`src/rtl/load_store_unit_if.sv`:
```
// ---------------------------------------------------------------------------
// load_store_unit_if
// Bundles the CPU-side request/response handshake and the data_memory bus
// seen by load_store_unit.
//
//   Request  : req_valid, req_ready, req_write, req_size, req_signed,
//              req_addr, req_wdata
//   Response : resp_valid, resp_rdata, resp_fault
//   Memory   : mem_read, mem_write, mem_address, mem_write_data,
//              mem_read_data
//
// modport slave  : the load/store unit itself.
// modport master : its environment (MEM stage issuing requests plus the
//                  data_memory returning mem_read_data).
// ---------------------------------------------------------------------------
interface load_store_unit_if;
    logic        req_valid;
    logic        req_ready;
    logic        req_write;
    logic [1:0]  req_size;
    logic        req_signed;
    logic [63:0] req_addr;
    logic [63:0] req_wdata;

    logic        resp_valid;
    logic [63:0] resp_rdata;
    logic        resp_fault;

    logic        mem_read;
    logic        mem_write;
    logic [63:0] mem_address;
    logic [63:0] mem_write_data;
    logic [63:0] mem_read_data;

    modport slave (
        input  req_valid, req_write, req_size, req_signed, req_addr, req_wdata,
        output req_ready,
        output resp_valid, resp_rdata, resp_fault,
        output mem_read, mem_write, mem_address, mem_write_data,
        input  mem_read_data
    );

    modport master (
        output req_valid, req_write, req_size, req_signed, req_addr, req_wdata,
        input  req_ready,
        input  resp_valid, resp_rdata, resp_fault,
        input  mem_read, mem_write, mem_address, mem_write_data,
        output mem_read_data
    );
endinterface

```
`src/rtl/load_store_unit.sv`:
```
// ---------------------------------------------------------------------------
// load_store_unit
// Initiator-side controller for a 64-bit, dword-addressed data_memory.
// Accepts one load/store at a time and turns it into mem_read / mem_write
// cycles. Byte/half/word/dword accesses; loads are zero- or sign-extended,
// sub-dword stores are performed as read-modify-write.
//
// Ports:
//   read_clk  : clock, all state changes on posedge
//   reset     : synchronous, active-low
//   bus       : load_store_unit_if.slave (request, response, memory bus)
//
// Flow (one cycle per state):
//   load            IDLE -> RD -> EXT -> RESP
//   dword store     IDLE -> WR -> RESP
//   sub-dword store IDLE -> RD -> MERGE -> WR -> RESP
//   fault           IDLE -> RESP
// ---------------------------------------------------------------------------
module load_store_unit #(
    parameter int MEM_WORDS = 1024
) (
    input  logic             read_clk,
    input  logic             reset,
    load_store_unit_if.slave bus
);

    localparam logic [2:0] IDLE  = 3'd0;
    localparam logic [2:0] RD    = 3'd1;
    localparam logic [2:0] MERGE = 3'd2;
    localparam logic [2:0] EXT   = 3'd3;
    localparam logic [2:0] WR    = 3'd4;
    localparam logic [2:0] RESP  = 3'd5;

    logic [2:0]  state_reg, state_next;
    logic        ready_reg;
    logic        write_reg;
    logic [1:0]  size_reg;
    logic        signed_reg;
    logic [63:0] addr_reg;
    // Holds the store data at accept; for sub-dword stores it is replaced
    // by the merged dword in MERGE, so WR always drives this register.
    logic [63:0] data_reg;
    logic [63:0] rdata_reg;
    logic        fault_reg;

    logic        accept;
    logic        misaligned;
    logic        out_of_range;
    logic [2:0]  offset;
    logic [7:0]  size_mask;
    logic [7:0]  byte_en;
    logic [63:0] wdata_lane;
    logic [63:0] merged_data;
    logic [63:0] rd_shift;
    logic [63:0] load_ext;

    // ready_reg is only ever high in IDLE, so it doubles as the accept gate.
    assign accept = ready_reg & bus.req_valid;

    // Fault checks operate on the live request so the decision is made at
    // the accept edge.
    always_comb begin
        misaligned = 1'b0;
        case (bus.req_size)
            2'd0:    misaligned = 1'b0;
            2'd1:    misaligned = bus.req_addr[0];
            2'd2:    misaligned = |bus.req_addr[1:0];
            default: misaligned = |bus.req_addr[2:0];
        endcase
    end

    assign out_of_range = (bus.req_addr[63:3] >= 61'(MEM_WORDS));

    // ---------------------------------------------------------------------
    // Next-state logic
    // ---------------------------------------------------------------------
    always_comb begin
        state_next = state_reg;
        case (state_reg)
            IDLE: begin
                if (accept) begin
                    if (misaligned || out_of_range)
                        state_next = RESP;
                    else if (bus.req_write && bus.req_size == 2'd3)
                        state_next = WR;
                    else
                        state_next = RD;
                end
            end
            RD:      state_next = write_reg ? MERGE : EXT;
            MERGE:   state_next = WR;
            EXT:     state_next = RESP;
            WR:      state_next = RESP;
            RESP:    state_next = IDLE;
            default: state_next = IDLE;
        endcase
    end

    // ---------------------------------------------------------------------
    // Lane selection (little-endian, lane offset = addr[2:0] bytes)
    // ---------------------------------------------------------------------
    assign offset = addr_reg[2:0];

    always_comb begin
        size_mask = 8'h00;
        case (size_reg)
            2'd0:    size_mask = 8'h01;
            2'd1:    size_mask = 8'h03;
            2'd2:    size_mask = 8'h0F;
            default: size_mask = 8'hFF;
        endcase
    end

    // Alignment is guaranteed by the fault check, so the shifted mask never
    // wraps past byte 7.
    assign byte_en    = size_mask << offset;
    assign wdata_lane = data_reg << {offset, 3'b000};

    genvar gi;
    generate
        for (gi = 0; gi < 8; gi++) begin : g_lane
            assign merged_data[8*gi +: 8] = byte_en[gi] ? wdata_lane[8*gi +: 8]
                                                        : bus.mem_read_data[8*gi +: 8];
        end
    endgenerate

    // Load extension: bring the addressed field down to bit 0 first.
    assign rd_shift = bus.mem_read_data >> {offset, 3'b000};

    always_comb begin
        load_ext = 64'd0;
        case (size_reg)
            2'd0:    load_ext = signed_reg ? {{56{rd_shift[7]}},  rd_shift[7:0]}
                                           : {56'd0, rd_shift[7:0]};
            2'd1:    load_ext = signed_reg ? {{48{rd_shift[15]}}, rd_shift[15:0]}
                                           : {48'd0, rd_shift[15:0]};
            2'd2:    load_ext = signed_reg ? {{32{rd_shift[31]}}, rd_shift[31:0]}
                                           : {32'd0, rd_shift[31:0]};
            default: load_ext = rd_shift;
        endcase
    end

    // ---------------------------------------------------------------------
    // State and datapath registers
    // ---------------------------------------------------------------------
    always_ff @(posedge read_clk) begin
        if (!reset) begin
            state_reg  <= IDLE;
            ready_reg  <= 1'b0;
            write_reg  <= 1'b0;
            size_reg   <= 2'd0;
            signed_reg <= 1'b0;
            addr_reg   <= 64'd0;
            data_reg   <= 64'd0;
            rdata_reg  <= 64'd0;
            fault_reg  <= 1'b0;
        end else begin
            state_reg <= state_next;
            // Registered so req_ready stays low in the reset cycle and rises
            // on the first edge after reset is released.
            ready_reg <= (state_next == IDLE);

            if (accept) begin
                write_reg  <= bus.req_write;
                size_reg   <= bus.req_size;
                signed_reg <= bus.req_signed;
                addr_reg   <= bus.req_addr;
                data_reg   <= bus.req_wdata;
            end

            if (state_reg == MERGE)
                data_reg <= merged_data;

            // Response fields update only when entering RESP and hold after.
            // RESP is reached straight from IDLE only on a fault.
            if (state_next == RESP) begin
                fault_reg <= (state_reg == IDLE);
                rdata_reg <= (state_reg == EXT) ? load_ext : 64'd0;
            end
        end
    end

    // ---------------------------------------------------------------------
    // Outputs: memory bus is a pure function of the state so it is quiet
    // (all zero) whenever no access is in progress, including after reset.
    // ---------------------------------------------------------------------
    assign bus.req_ready      = ready_reg;
    assign bus.mem_read       = (state_reg == RD);
    assign bus.mem_write      = (state_reg == WR);
    assign bus.mem_address    = (state_reg == RD || state_reg == WR)
                                ? {addr_reg[63:3], 3'b000} : 64'd0;
    assign bus.mem_write_data = (state_reg == WR) ? data_reg : 64'd0;
    assign bus.resp_valid     = (state_reg == RESP);
    assign bus.resp_rdata     = rdata_reg;
    assign bus.resp_fault     = fault_reg;

endmodule

```
`src/flat_wrapper.sv`:
```
// flat-port wrapper written by rule: the top's interface ports become plain ports
module load_store_unit_flat 
#(
    parameter int MEM_WORDS = 1024
)
  (read_clk, reset, bus_req_valid, bus_req_write, bus_req_size, bus_req_signed, bus_req_addr, bus_req_wdata, bus_req_ready, bus_resp_valid, bus_resp_rdata, bus_resp_fault, bus_mem_read, bus_mem_write, bus_mem_address, bus_mem_write_data, bus_mem_read_data);
  load_store_unit_if bus_i ();
  input  logic read_clk;
  input  logic reset;
  input wire logic [$bits(bus_i.req_valid)-1:0] bus_req_valid;
  input wire logic [$bits(bus_i.req_write)-1:0] bus_req_write;
  input wire logic [$bits(bus_i.req_size)-1:0] bus_req_size;
  input wire logic [$bits(bus_i.req_signed)-1:0] bus_req_signed;
  input wire logic [$bits(bus_i.req_addr)-1:0] bus_req_addr;
  input wire logic [$bits(bus_i.req_wdata)-1:0] bus_req_wdata;
  output wire logic [$bits(bus_i.req_ready)-1:0] bus_req_ready;
  output wire logic [$bits(bus_i.resp_valid)-1:0] bus_resp_valid;
  output wire logic [$bits(bus_i.resp_rdata)-1:0] bus_resp_rdata;
  output wire logic [$bits(bus_i.resp_fault)-1:0] bus_resp_fault;
  output wire logic [$bits(bus_i.mem_read)-1:0] bus_mem_read;
  output wire logic [$bits(bus_i.mem_write)-1:0] bus_mem_write;
  output wire logic [$bits(bus_i.mem_address)-1:0] bus_mem_address;
  output wire logic [$bits(bus_i.mem_write_data)-1:0] bus_mem_write_data;
  input wire logic [$bits(bus_i.mem_read_data)-1:0] bus_mem_read_data;
  assign bus_i.req_valid = bus_req_valid;
  assign bus_i.req_write = bus_req_write;
  assign bus_i.req_size = bus_req_size;
  assign bus_i.req_signed = bus_req_signed;
  assign bus_i.req_addr = bus_req_addr;
  assign bus_i.req_wdata = bus_req_wdata;
  assign bus_req_ready = bus_i.req_ready;
  assign bus_resp_valid = bus_i.resp_valid;
  assign bus_resp_rdata = bus_i.resp_rdata;
  assign bus_resp_fault = bus_i.resp_fault;
  assign bus_mem_read = bus_i.mem_read;
  assign bus_mem_write = bus_i.mem_write;
  assign bus_mem_address = bus_i.mem_address;
  assign bus_mem_write_data = bus_i.mem_write_data;
  assign bus_i.mem_read_data = bus_mem_read_data;
  load_store_unit #(.MEM_WORDS(MEM_WORDS)) u_core (.read_clk(read_clk), .reset(reset), .bus(bus_i));
endmodule
```
`config.mk`:
```
export PLATFORM = sky130hd
export DESIGN_NAME = load_store_unit_flat
export DESIGN_NICKNAME = d
export VERILOG_FILES = /design/src/rtl/load_store_unit_if.sv /design/src/rtl/load_store_unit.sv /design/src/flat_wrapper.sv
export SDC_FILE = /design/constraint.sdc
export NUM_CORES = 1
export LEC_CHECK = 0
export CAP_MARGIN = 20
export CORE_MARGIN = 5
export CORE_UTILIZATION = 35
export DETAILED_ROUTE_END_ITERATION = 8
export PLACE_DENSITY = 0.62
export RECOVER_POWER = 50
export SYNTH_ARGS = -nofsm -noshare
export SYNTH_HDL_FRONTEND = slang
export SYNTH_SLANG_ARGS = --single-unit
```
`constraint.sdc`:
```
create_clock -name read_clk -period 2.1 [get_ports read_clk]
set_input_delay 0.315 -clock read_clk [delete_from_list [all_inputs] [get_ports read_clk]]
set_output_delay 0.315 -clock read_clk [all_outputs]
set_load 0.01 [all_outputs]
```
Word level (Yosys, flattened, before mapping)
Cells that the tools add are included.
- register bits after elaboration: 201
- input bits: 199
- output and inout bits: 197
- logic and storage cells: 60
- order comparisons: 1
- eq/ne operators: 11
- shift operators: 3
- multiplexer cells: 24
- bitwise operators: 1
- reductions and logical operators: 11
- operator list (operator ; number):
    $mux W64 ; 8
    $pmux W64 S3 ; 1
    $mux W8 ; 8
    $shl A64 B6 Y64 ; 1
    $shr A64 B6 Y64 ; 1
    $ge A61 B11 Y1 const B ; 1
    $pmux W8 S3 ; 1
    $pmux W3 S4 ; 1
    $eq A3 B3 Y1 const B ; 3
    $mux W3 ; 3
    $shl A8 B3 Y8 ; 1
    $eq A2 B2 Y1 const B ; 3
    $eq A3 B2 Y1 const B ; 2
    $logic_not A3 Y1 ; 2
    $eq A2 B1 Y1 const B ; 2
    $logic_not A2 Y1 ; 2
    $reduce_or A2 Y1 ; 2
    $eq A3 B1 Y1 const B ; 1
    $pmux W1 S3 ; 1
    $reduce_or A3 Y1 ; 1
    $logic_or A1 B1 Y1 ; 2
    $reduce_bool A2 Y1 ; 1
    $and A1 B1 Y1 ; 1
    $logic_and A1 B1 Y1 ; 1
    $mux W1 ; 1

Longest topological paths before layout
Gate-level depths: netlist (run 1).
- depth after elaboration: 7
- depth in mapped cells: 11
- gate-level depth less buffers: 6

Least setup slack after synthesis (run 1)
OpenSTA, ideal clock, no wires.
- path kind: flip-flop to flip-flop
- start: register u_core.addr_reg[2]
- end: register u_core.rdata_reg[40] (netlist: u_core.bus.resp_rdata[40])
- setup time: 0.119 ns
- arrival: 1.814 ns
- required time: 1.981 ns
- path slack: 0.166 ns
- cell stages (with the launch flop): 9
- buffers on the path: 2
- clock period less this slack: 1.934 ns
- cell sequence: dfxtp_1 -> buf_6 -> mux4_2 -> mux2i_4 -> o32ai_4 -> o21a_4 -> buf_6 -> o21ai_1 -> o21ai_1
- cells in the longest elaborated chain, start to end: 4
- elaborated cells between the ends (all ways): 6
- classes of those cells: 1 x shift; 5 x mux
- ends and longest elaborated chain (what ; RTL line ; RTL):
    from (decl) ; load_store_unit.sv:39 ; logic [63:0] addr_reg;
    from (signal assigned) ; load_store_unit.sv:167 ; addr_reg <= bus.req_addr;
    $shr A64 B6 Y64 (*) ; load_store_unit.sv:128 ; assign rd_shift = bus.mem_read_data >> {offset, 3'b000};
    $mux W64, on equally long branches ; load_store_unit.sv:137, load_store_unit.sv:133, load_store_unit.sv:135 ;
    $pmux W64 S3 (*) ; load_store_unit.sv:132 ; case (size_reg)
    $mux W64 (*) ; load_store_unit.sv:178 ; rdata_reg <= (state_reg == EXT) ? load_ext : 64'd0;
    to (signal assigned) ; load_store_unit.sv:178 ;
    to (decl) ; load_store_unit.sv:43 ; logic [63:0] rdata_reg;
Every way passes the cells marked *; elsewhere a longest branch is shown, timed or not.
A chain may end at the register's enable or synchronous reset.

Worst setup path in the final report (run 1)
- start: register u_core.state_reg[2]
- end: output port bus_mem_address[15]
- cells in the longest elaborated chain, start to end: 3
- elaborated cells between the ends (all ways): 4
- classes of those cells: 2 x eq/ne; 1 x mux; 1 x reduce/logical
- ends and longest elaborated chain (what ; RTL line ; RTL):
    from (decl) ; load_store_unit.sv:34 ; logic [2:0] state_reg, state_next;
    from (signal assigned) ; load_store_unit.sv:158 ; state_reg <= state_next;
    $eq A3 B1 Y1 / $eq A3 B3 Y1 (equally long branches) ; load_store_unit.sv:190 ; assign bus.mem_address = (state_reg == RD || state_reg == WR)
    $logic_or A1 B1 Y1 (*) ; load_store_unit.sv:190 ;
    $mux W64 (*) ; load_store_unit.sv:191 ; ? {addr_reg[63:3], 3'b000} : 64'd0;
    to (decl) ; flat_wrapper.sv:22 ; output wire logic [$bits(bus_i.mem_address)-1:0] bus_mem_address;
Marked as above.

==> summary.md, run 1 <==
| Metric | Value |
|---|---|
| Final instance area | approximately 0.021 mm2 |
| Ys async rst share | 0% |
| Critical path peak fanout | 8 |
| Crit-path cells | nor3b_4, buf_12, nor2_2, buf_12, nor2b_1, dlygate4sd2_1 |
| Final setup violation count | between 150 and 200 |
| ANT nets after route | 0 |
| Die area | approximately 0.041 mm2 |
| Gr ovfl total | 0 |
| Final layout net count | 2,407 |
| Violated checks | setup timing |
| Max_slew headroom | between 20% and 30% |
| Critical Path Start Type | flop |
| Die Width | around 200 um |
| Max cap viols | 0 |
| Setup ws final | -216 ps |
| Fmax | roughly 430 MHz |
| Number of global-route vias before repair | 15,000 |
| Vias | 15,500 |
| Worst path slowest cell | dfxtp_4 |
| Dpl hpwl | approximately 50,000 um |
| Power per cell area | around 860 mW/mm2 |
| Yosys reg bits | between 200 and 250 |
| Slew @ Worst Pin | between 1000 and 1500 ps |
| Type of the most critical hold path | input pin to flop |
| Switching Share | a little under two fifths |
| Clock buffer depth | 3 |
| Total CTS buffers | 24 |
| Die Ht | 202 um |
| Core area | around 0.036 mm2 |
| Most frequent cell on the critical path | buf_12 |
| Status | complete, but fails checks |
| DR pass1 iterations | 6 |
| Setup TNS | -21,040 ps |
| Leakage Power | just over 0.008 uW |
| Post-synthesis sequential area ratio | around 31% |
| GRT Total Usage | between 30% and 40% |
| WP data arrival | ~2000 ps |
| Later-pin clock latency in the skew report | around 550 ps |
| Max stage delay on crit path | about 360 ps |
| First-pass GRT wire length | 95,100 um |
| Placer Congestion | around 0.95 |
| Clk pin slew, worst setup/hold paths | about 60 ps |
| Syn Area/Cell | between 7 and 8 um2 |
| Combinational share of power | between 40% and 50% |
| Clock period minus final worst setup slack | roughly 2300 ps |
| WS Path Type | flop to output port |
| Final core occ | between 50 and 60% |
| Hold Vio Cnt, Final | 0 |
| Num Clock Sinks | approximately 200 |
| Tcrit/Tclk final | 110% |
| Crit end category | output port |
| CTS H-tree lvls | 1 |
| Boundary Pins | just under 400 |
| Total wire length | roughly 67,000 um |
| Yosys cell types | 62 |
| CTS Root Cell | clkbuf_16 |
| Most common cell after layout, fill and taps aside | nand2_1 |
| Number of flops mapped to enable cells by yosys | 0 |
| Initial Util | around a third |
| Yosys warns | 0 |
| Hold-fix buffers at CTS | 0 |
| Via density | 5.75 |
| Avg WL per Cell | 24.9 um |
| Most frequent cells in the layout | 331 x nand2_1, 240 x buf_4, 221 x clkdlybuf4s50_1, 194 x dfxtp_1, 137 x a21oi_1 |
| Sequential share of power | between 20% and 30% |
| Syn Inst Count | around 1,600 |
| Largest net degree at the start of global routing | 97 |
| Syn-to-layout area delta | 65.0% |
| Worst vdd rail ir drop | between 0.6 and 0.7 mV |
| NetSw | around 6900 uW |
| Fin. max-slew vios | 0 |
| Clock power share | about a quarter |
| P_int | 11,300 uW |
| Ys flop type | dfxtp_1 |
| Post-Syn Area | around 0.013 mm2 |
| Row count | 70 |
| Reg2reg setup slack | -150 ps |
| Remaining DRCs | 0 |
| Layout cells sized above 1 | between 30% and 40% |
| Clock Skews | 21.6 ps |
| IO Port Bufs | roughly 390 |
| Initial antenna violation count | 8 |
| RSZ-0062 raised after global routing | true |
| Starting DRC count in detailed routing | roughly 1,300 |
| Post-DP Area | approximately 0.019 mm2 |
| Required @ worst endpoint | roughly 1800 ps |
| CTS tree | done |
## synth_stat cells, drive strengths merged (6+ instances only)
library cell	instances	share of area, %
nand2	335	9.8
dfxtp	201	31
a21oi	143	5.6
nor2	127	3.8
o21ai	119	4.7
clkbuf	84	2.5
nor2b	78	3.8
mux2i	74	5.9
and2	70	3.4
buf	69	3.5
mux4	42	7.4
a311oi	30	2.0
mux2	29	2.5
a211oi	27	1.6
o22ai	27	1.3
a22o	24	1.6
nor4	15	0.73
o211a	15	1.2
nand3	14	0.55
a21boi	10	0.58
a211o	9	0.61
nor3b	9	0.57
a2bb2oi	8	0.55
nor3	8	0.44
o221ai	8	0.55
a22oi	7	0.41
a221oi	6	0.41
inv	6	0.18
## kinds of logic (layout without fill, tap and decap cells)
logic type / Yosys count / after routing / share of synthesized area (%)
DFF: 201 / 201 / 31.3
muxes: 145 / 145 / 15.8
buffers and inverters: 160 / 748 / 6.19
and+or+nand+nor: 674 / 675 / 24.0
AOI/OAI and AO/OA: 452 / 453 / 22.6
other: 1 / 4 / 0.0292
## path summary, 6_finish.rpt
check	depth (start not counted)	to	startpoint
setup reg to reg	12	u_core.bus.resp_rdata[17]	u_core.state_reg[2]
hold reg to reg	2	u_core.addr_reg[24]	u_core.addr_reg[24]
hold / removal	3	u_core.addr_reg[27]	bus_req_addr[27]
setup / recovery	6	bus_mem_address[15]	u_core.state_reg[2]
## final cells by class
type / instances / area [um2]
tap: 468 / 586
inverter: 7 / 26.3
multi-input combinational: 1276 / 8900
fill: 3307 / 15200
antenna: 1 / 2.50
timing repair buffer: 698 / 6760
sequential: 201 / 4050
clock inverter: 9 / 174
clock buffer: 34 / 698
## critical path, delay by kind of cell, from the launching register on
kind                   cells  cell delay, ps
buffers and inverters      3             610
and+or+nand+nor            3             480
DFF                        1             360
## metal layers
metal | vias to the layer above | global-route usage (%) | wire length (um)
met5 | - | 0 | 96
met4 | 14 | 12.1 | 3410
met3 | 197 | 9.56 | 7810
met2 | 941 | 48.4 | 30100
met1 | 7372 | 37.7 | 25600
li1 | 6955 | - | -
## per-stage QoR
| step | cells | power [uW] | worst slack, ps | hold WS (ps) |
|---|---|---|---|---|
| final | 2694 | 18200 | -216 | 181 |
| after detailed placement | 2586 | 11600 | -724 | 442 |
| after CTS | 2663 | 17700 | -217 | 157 |
| after global placement | 2586 | 11600 | -733 | 438 |
| after global routing | 2693 | 18900 | -308 | 185 |
| after floorplan | 1635 | 8220 | 166 | 432 |
## repair_timing
action                     CTS  global route
buffers inserted            21            28
gates cloned                14             5
setup endpoints to repair  195           223
pin swaps                   28            46
gates resized for setup    559           203
## power by group through the flow
stage	combinational, uW	clock, uW	sequential [uW]
after detailed placement	6660	0	4960
after CTS	8150	4680	4890
after global placement	6620	0	4940
after global routing	9150	4820	4960
final	8710	4600	4930
after floorplan	3470	0	4750
Power figures use the tool's default switching activity.
==> run 2, diff against run 1 <==
- GPL_TIMING_DRIVEN: unset -> 0
==> run 2 against run 1 <==
Effect of this change: critical path type unchanged; non-clock buffer count is 63 lower; critical path depth rose by 2; core utilization is 0.69 points lower; global-route usage is 3.9 points higher; power grew 3.6%; sequential power up 5.5%; the flow still finishes with violations (setup timing); clock power up 3%; clock skew up 2.2 ps.
==> summary.md, run 2 (synthesis results as in run 1) <==
| Metric | Value |
|---|---|
| Status | complete, but fails checks (unchanged) |
| Violated checks | setup timing (unchanged) |
| Max stage delay on crit path | 370 ps (was 360 ps) |
| Worst vdd rail ir drop | 0.655 mV (was 0.657 mV) |
| RR Endpoint | u_core.data_reg[34] (was u_core.bus.resp_rdata[17]) |
| Total wire length | 74,400 um (was 67,000 um) |
| Hold Vio Cnt, Final | 0 (unchanged) |
| Core area | 0.0364 mm2 (unchanged) |
| Most frequent cell on the critical path | buf_6 (was buf_12) |
| Placer Congestion | 1.03 (was 0.946) |
| Max cap viols | 0 (unchanged) |
| Layout cells sized above 1 | 30.6% (was 32.2%) |
| Via density | 5.86 (was 5.75) |
| Final setup violation count | 205 (was 184) |
| Final layout net count | 2,342 (was 2,407) |
| Initial Util | 35.2% (unchanged) |
| Hold path start | bus_req_addr[63] (was bus_req_addr[27]) |
| Total CTS buffers | 24 (unchanged) |
| Crit end category | output port (unchanged) |
| RR Startpoint | u_core.state_reg[1] (was u_core.state_reg[2]) |
| Worst path slowest cell | dfxtp_4 (unchanged) |
| Num Clock Sinks | 201 (unchanged) |
| Final core occ | 57.5% (was 58.2%) |
| Vias | 15,400 (was 15,500) |
| Routed wire length on met3 | 7980 um (was 7810 um) |
| Starting DRC count in detailed routing | 1,602 (was 1,294) |
| Most frequent cells in the layout | 335 x nand2_1, 198 x dfxtp_1, 185 x clkdlybuf4s50_1, 143 x buf_6, 135 x a21oi_1 (was 331 x nand2_1, 240 x buf_4, 221 x clkdlybuf4s50_1, 194 x dfxtp_1, 137 x a21oi_1) |
| Most common cell after layout, fill and taps aside | nand2_1 (unchanged) |
| Top Metal Used | met4 (was met5) |
| Reg2reg setup slack | -40 ps (was -150 ps) |
| Setup ws final | -277 ps (was -216 ps) |
| Tcrit/Tclk final | 113% (was 110%) |
| Row count | 70 (unchanged) |
| Power per cell area | 903 mW/mm2 (was 861 mW/mm2) |
| DR pass1 iterations | 8 (was 6) |
| Gr ovfl total | 0 (unchanged) |
| Type of the most critical hold path | input pin to flop (unchanged) |
| Die Ht | 202 um (unchanged) |
| Clock period minus final worst setup slack | 2380 ps (was 2320 ps) |
| CP top delay family | buffers and inverters (unchanged) |
| Largest net degree at the start of global routing | 14 (was 97) |
| Multi-input logic area | 0.00911 mm2 (was 0.00890 mm2) |
| IO Port Bufs | 392 (unchanged) |
| Setup TNS | -22,450 ps (was -21,040 ps) |
| Dpl hpwl | 56,900 um (was 48,900 um) |
| Reg2reg path depth | 6 (was 12) |
| Hold-fix buffers at CTS | 0 (unchanged) |
| Later-pin clock latency in the skew report | 550 ps (about the same) |
| Met2 Wirelength | 33,900 um (was 30,100 um) |
| Syn-to-layout area delta | 63.1% (was 65.0%) |
| Hold Crit Depth | 3 (unchanged) |
| Initial antenna violation count | 2 (was 8) |
| Required @ worst endpoint | 1780 ps (about the same) |
| ANT nets after route | 0 (unchanged) |
| Clk pin slew, worst setup/hold paths | 60 ps (about the same) |
| Clock Skews | 23.8 ps (was 21.6 ps) |
| Critical Path Start Type | flop (unchanged) |
| CTS H-tree lvls | 1 (unchanged) |
| Pre-CTS setup slack | -1130 ps (was -724 ps) |
| Register area | 0.00404 mm2 (was 0.00405 mm2) |
| Die Width | 202 um (unchanged) |
| Hold Path Sink | u_core.addr_reg[63] (was u_core.addr_reg[27]) |
| Fillers | 3,381 (was 3,307) |
| Leakage Power | 0.00797 uW (was 0.00820 uW) |
| WS Path Type | flop to output port (unchanged) |
| Worst Path Buf+Inv | 5 (was 3) |
| Crit-path cells | nor3b_4, buf_6, nor2_4, buf_6, clkbuf_16, buf_8, nor2b_4, buf_6 (was nor3b_4, buf_12, nor2_2, buf_12, nor2b_1, dlygate4sd2_1) |
| Total power | 18,900 uW (was 18,200 uW) |
| Fmax | 421 MHz (was 432 MHz) |
| Die area | 0.0406 mm2 (unchanged) |
| Clock buffer depth | 3 (unchanged) |
| Number of global-route vias before repair | 15,100 (was 15,000) |
| GRT Total Usage | 34.0% (was 30.2%) |
| RSZ-0062 raised after global routing | true (unchanged) |
| Slew @ Worst Pin | 813 ps (was 1170 ps) |
| Met1 WL | 29,300 um (was 25,600 um) |
| CTS Root Cell | clkbuf_16 (unchanged) |
| Fin. max-slew vios | 0 (unchanged) |
| First-pass GRT wire length | 104,000 um (was 95,100 um) |
| WP data arrival | 2060 ps (was 2000 ps) |
| Critical path peak fanout | 6 (was 8) |
| Avg WL per Cell | 28.3 um (was 24.9 um) |
| Max_slew headroom | 45.8% (was 22.3%) |
| CTS tree | done (unchanged) |
| Boundary Pins | 396 (unchanged) |
| Remaining DRCs | 0 (unchanged) |
run 2: cell count changes in the layout (fill, tap and decap cells not counted), moves of 21 or more:
cell / delta
buf_4: -179
buf_6: +99
and2_1: -50
and2_4: +48
dlygate4sd3_1: +42
clkbuf_1: +38
clkdlybuf4s50_1: -36
clkdlybuf4s15_2: -33
o22ai_1: +24
clkbuf_2: +21
o22ai_2: -21
run 2: worst max path at each step:
stage                        start                        end  slack, ps  cells past startpoint
6_report       u_core.state_reg[2]        bus_mem_address[42]       -280                      8
5_1_grt        u_core.state_reg[2]        bus_mem_address[31]       -300                      8
4_1_cts        u_core.state_reg[0]        bus_mem_address[42]       -230                      8
3_5_place_dp                 reset        u_core.addr_reg[35]      -1130                      6
2_1_floorplan   u_core.addr_reg[2]  u_core.bus.resp_rdata[40]        170                      8
3_3_place_gp      bus_req_addr[13]  u_core.bus.resp_rdata[35]      -1120                      9
run 2: metal layers:
layer | track usage (%) | vias up
met4 | 11.6 | 0
met1 | 43.6 | 7409
li1 | - | 6846
met3 | 8.40 | 152
met5 | 0 | -
met2 | 56.3 | 1014
run 2: area by class of cell:
| cell class | count | area share [%] |
|---|---|---|
| multi-input combinational | 1274 | 43.5 |
| timing repair buffer | 484 | 23.6 |
| sequential | 201 | 19.3 |
| buffer | 151 | 6.35 |
| clock buffer | 34 | 3.53 |
| tap | 468 | 2.80 |
| clock inverter | 10 | 0.777 |
| inverter | 7 | 0.161 |
| antenna | 1 | 0.0119 |
run 2: power by group:
group,leakage (uW),internal [uW],switching [uW],total [uW]
clock,0.000440,2940,1790,4730
combinational,0.00590,4340,4630,8970
sequential,0.00163,4340,868,5200
run 2: worst min-delay path, cell delays in order:
cell and delay [ps]:
dlymetal6s2s_1 140, nand2_1 70, a21oi_1 50
run 2: repair_timing:
item / 4_1_cts / 5_1_grt
setup buffers: 50 / 33
resized for setup: 846 / 329
setup endpoints to repair: 327 / 265
pin swaps: 24 / 44
cloned: 4 / 9
run 2: stage by stage:
stage	instance area [um2]	instances	hold WS (ps)
after floorplan	12800	1635	432
after global placement	17400	2495	437
after detailed placement	17400	2495	442
after CTS	19300	2591	199
after global routing	20900	2629	118
final	20900	2630	106
==> run 3, diff against run 2 <==
- GPL_ROUTABILITY_DRIVEN: unset -> 0
==> run 3 against run 2 <==
Effect of this change: the flow still finishes with violations (setup timing); fmax increased by 4.3%; core utilization decreased by 1.6 points; wire length shrank 7.4%; clock power down 8.9%; combinational power shrank 5.9%; final cell count is 1.2% lower; non-clock buffer count down 32; critical endpoint is now bus_mem_address[44]; largest cell class unchanged.
==> summary.md, run 3 (synthesis results as in run 1) <==
| Metric | Value |
|---|---|
| Total wire length | 68,900 um (was 74,400 um) |
| RR Startpoint | u_core.state_reg[2] (was u_core.state_reg[1]) |
| RSZ-0062 raised after global routing | true (unchanged) |
| Tcrit/Tclk final | 109% (was 113%) |
| Max stage delay on crit path | 380 ps (was 370 ps) |
| Most frequent cell on the critical path | buf_12 (was buf_6) |
| CTS H-tree lvls | 1 (unchanged) |
| Hold Crit Depth | 3 (unchanged) |
| Final layout net count | 2,309 (was 2,342) |
| Initial Util | 35.2% (unchanged) |
| Largest net degree at the start of global routing | 14 (unchanged) |
| Core area | 0.0364 mm2 (unchanged) |
| Clock Skews | 11.5 ps (was 23.8 ps) |
| Hold path start | bus_req_addr[14] (was bus_req_addr[63]) |
| Die area | 0.0406 mm2 (unchanged) |
| RR Endpoint | u_core.data_reg[24] (was u_core.data_reg[34]) |
| Critical path peak fanout | 7 (was 6) |
| Fin. max-slew vios | 0 (unchanged) |
| Worst Path Buf+Inv | 4 (was 5) |
| Syn-to-layout area delta | 58.6% (was 63.1%) |
| Power per cell area | 881 mW/mm2 (was 903 mW/mm2) |
| Number of global-route vias before repair | 14,900 (was 15,100) |
| WS Path Type | flop to output port (unchanged) |
| Gr ovfl total | 0 (unchanged) |
| Final setup violation count | 224 (was 205) |
| Initial antenna violation count | 6 (was 2) |
| Setup ws final | -179 ps (was -277 ps) |
| Max cap viols | 0 (unchanged) |
| GRT Total Usage | 30.9% (was 34.0%) |
| Leakage Power | 0.00776 uW (was 0.00797 uW) |
| Remaining DRCs | 0 (unchanged) |
| Type of the most critical hold path | input pin to flop (unchanged) |
| Avg WL per Cell | 26.5 um (was 28.3 um) |
| Fmax | 439 MHz (was 421 MHz) |
| Status | complete, but fails checks (unchanged) |
| WP data arrival | 1960 ps (was 2060 ps) |
| Clk pin slew, worst setup/hold paths | 60 ps (about the same) |
| Setup TNS | -15,150 ps (was -22,450 ps) |
| CTS Root Cell | clkbuf_16 (unchanged) |
| Worst path slowest cell | dfxtp_4 (unchanged) |
| Vias | 15,400 (about the same) |
| Slew @ Worst Pin | 734 ps (was 813 ps) |
| IO Port Bufs | 392 (unchanged) |
| Reg2reg setup slack | -170 ps (was -40 ps) |
| Die Width | 202 um (unchanged) |
| Via density | 5.93 (was 5.86) |
| CTS tree | done (unchanged) |
| Hold Vio Cnt, Final | 0 (unchanged) |
| Dpl hpwl | 51,500 um (was 56,900 um) |
| Num Clock Sinks | 201 (unchanged) |
| DR pass1 iterations | 8 (unchanged) |
| Fillers | 3,347 (was 3,381) |
| Most frequent cells in the layout | 335 x nand2_1, 197 x dfxtp_1, 183 x clkdlybuf4s50_1, 138 x a21oi_1 (was 335 x nand2_1, 198 x dfxtp_1, 185 x clkdlybuf4s50_1, 143 x buf_6, 135 x a21oi_1) |
| Worst vdd rail ir drop | 0.585 mV (was 0.655 mV) |
| Most common cell after layout, fill and taps aside | nand2_1 (unchanged) |
| CP top delay family | buffers and inverters (unchanged) |
| Max_slew headroom | 50.9% (was 45.8%) |
| Hold Path Sink | u_core.addr_reg[14] (was u_core.addr_reg[63]) |
| Row count | 70 (unchanged) |
| Starting DRC count in detailed routing | 1,788 (was 1,602) |
| ANT nets after route | 0 (unchanged) |
| Violated checks | setup timing (unchanged) |
| Final core occ | 55.9% (was 57.5%) |
| Total CTS buffers | 23 (was 24) |
| Hold_ws | 132 ps (was 106 ps) |
| Clock period minus final worst setup slack | 2280 ps (was 2380 ps) |
| Later-pin clock latency in the skew report | 520 ps (was 550 ps) |
| First-pass GRT wire length | 96,100 um (was 104,000 um) |
| Clock buffer depth | 3 (unchanged) |
| Boundary Pins | 396 (unchanged) |
| Reg2reg path depth | 6 (unchanged) |
| Die Ht | 202 um (unchanged) |
| Layout cells sized above 1 | 26.2% (was 30.6%) |
| Crit-path cells | nor3b_4, buf_12, nor2_4, buf_12, clkbuf_16, nor2b_1, buf_2 (was nor3b_4, buf_6, nor2_4, buf_6, clkbuf_16, buf_8, nor2b_4, buf_6) |
| Required @ worst endpoint | 1780 ps (about the same) |
| Crit end category | output port (unchanged) |
| Critical Path Start Type | flop (unchanged) |
[run 3: worst max path at each step]
stage	start	endpoint	slack (ps)	cells after the start
2_1_floorplan	u_core.addr_reg[2]	u_core.bus.resp_rdata[40]	170	8
3_3_place_gp	bus_req_addr[13]	u_core.bus.resp_rdata[31]	-1010	9
3_5_place_dp	bus_req_addr[13]	u_core.bus.resp_rdata[15]	-1070	9
4_1_cts	u_core.state_reg[2]	bus_mem_write_data[7]	-180	6
5_1_grt	u_core.state_reg[2]	bus_mem_address[26]	-240	7
6_report	u_core.state_reg[2]	bus_mem_address[44]	-180	7
[run 3: repair_timing]
action | CTS | global route
cloned | 6 | 18
setup buffers | 17 | 21
pin swaps | 9 | 23
hold buffers | 0 | 0
gates resized for setup | 702 | 345
endpoints found under the setup margin | 318 | 292
endpoints found under the hold margin | 0 | 0
[run 3: routing by layer]
layer	global-route usage [%]	share of wire, %	vias up
met1	36.6	36	7204
met2	49.7	44	1127
met5	0	0.048	-
li1	-	-	6778
met3	11.7	13	288
met4	14.4	6.4	4
[run 3: final cells by class]
cell class,instances,area [um2],area share (%)
diodes,5,12.5,0.0614
plain buffers,151,1270,6.25
clock buffers,32,649,3.19
clock inverters,9,151,0.744
inverters,7,27.5,0.135
multi-input cells,1274,8950,44.0
flip-flops and latches,201,4030,19.8
well taps,468,586,2.88
repair buffers,452,4680,23.0
[run 3: stage by stage]
stage          setup slack [ps]  area (um2)  std cells  power, uW
4_1_cts                    -178       18700       2558      16100
5_1_grt                    -243       20400       2598      18600
6_report                   -179       20400       2599      17900
2_1_floorplan               166       12800       1635       8220
3_5_place_dp              -1070       17400       2495      10700
3_3_place_gp              -1010       17400       2495      10700
[run 3: report_power, final]
part	switching [uW]	internal, uW
Combinational	4410	4030
Sequential	845	4340
Clock	1670	2650
Total	6920	11000
[run 3: worst reg2reg max path, delay by kind of cell (launching register included)]
family | cells | cell delay [ps]
compound gates | 2 | 610
buf+inv | 2 | 580
flops | 1 | 370
simple gates | 2 | 570
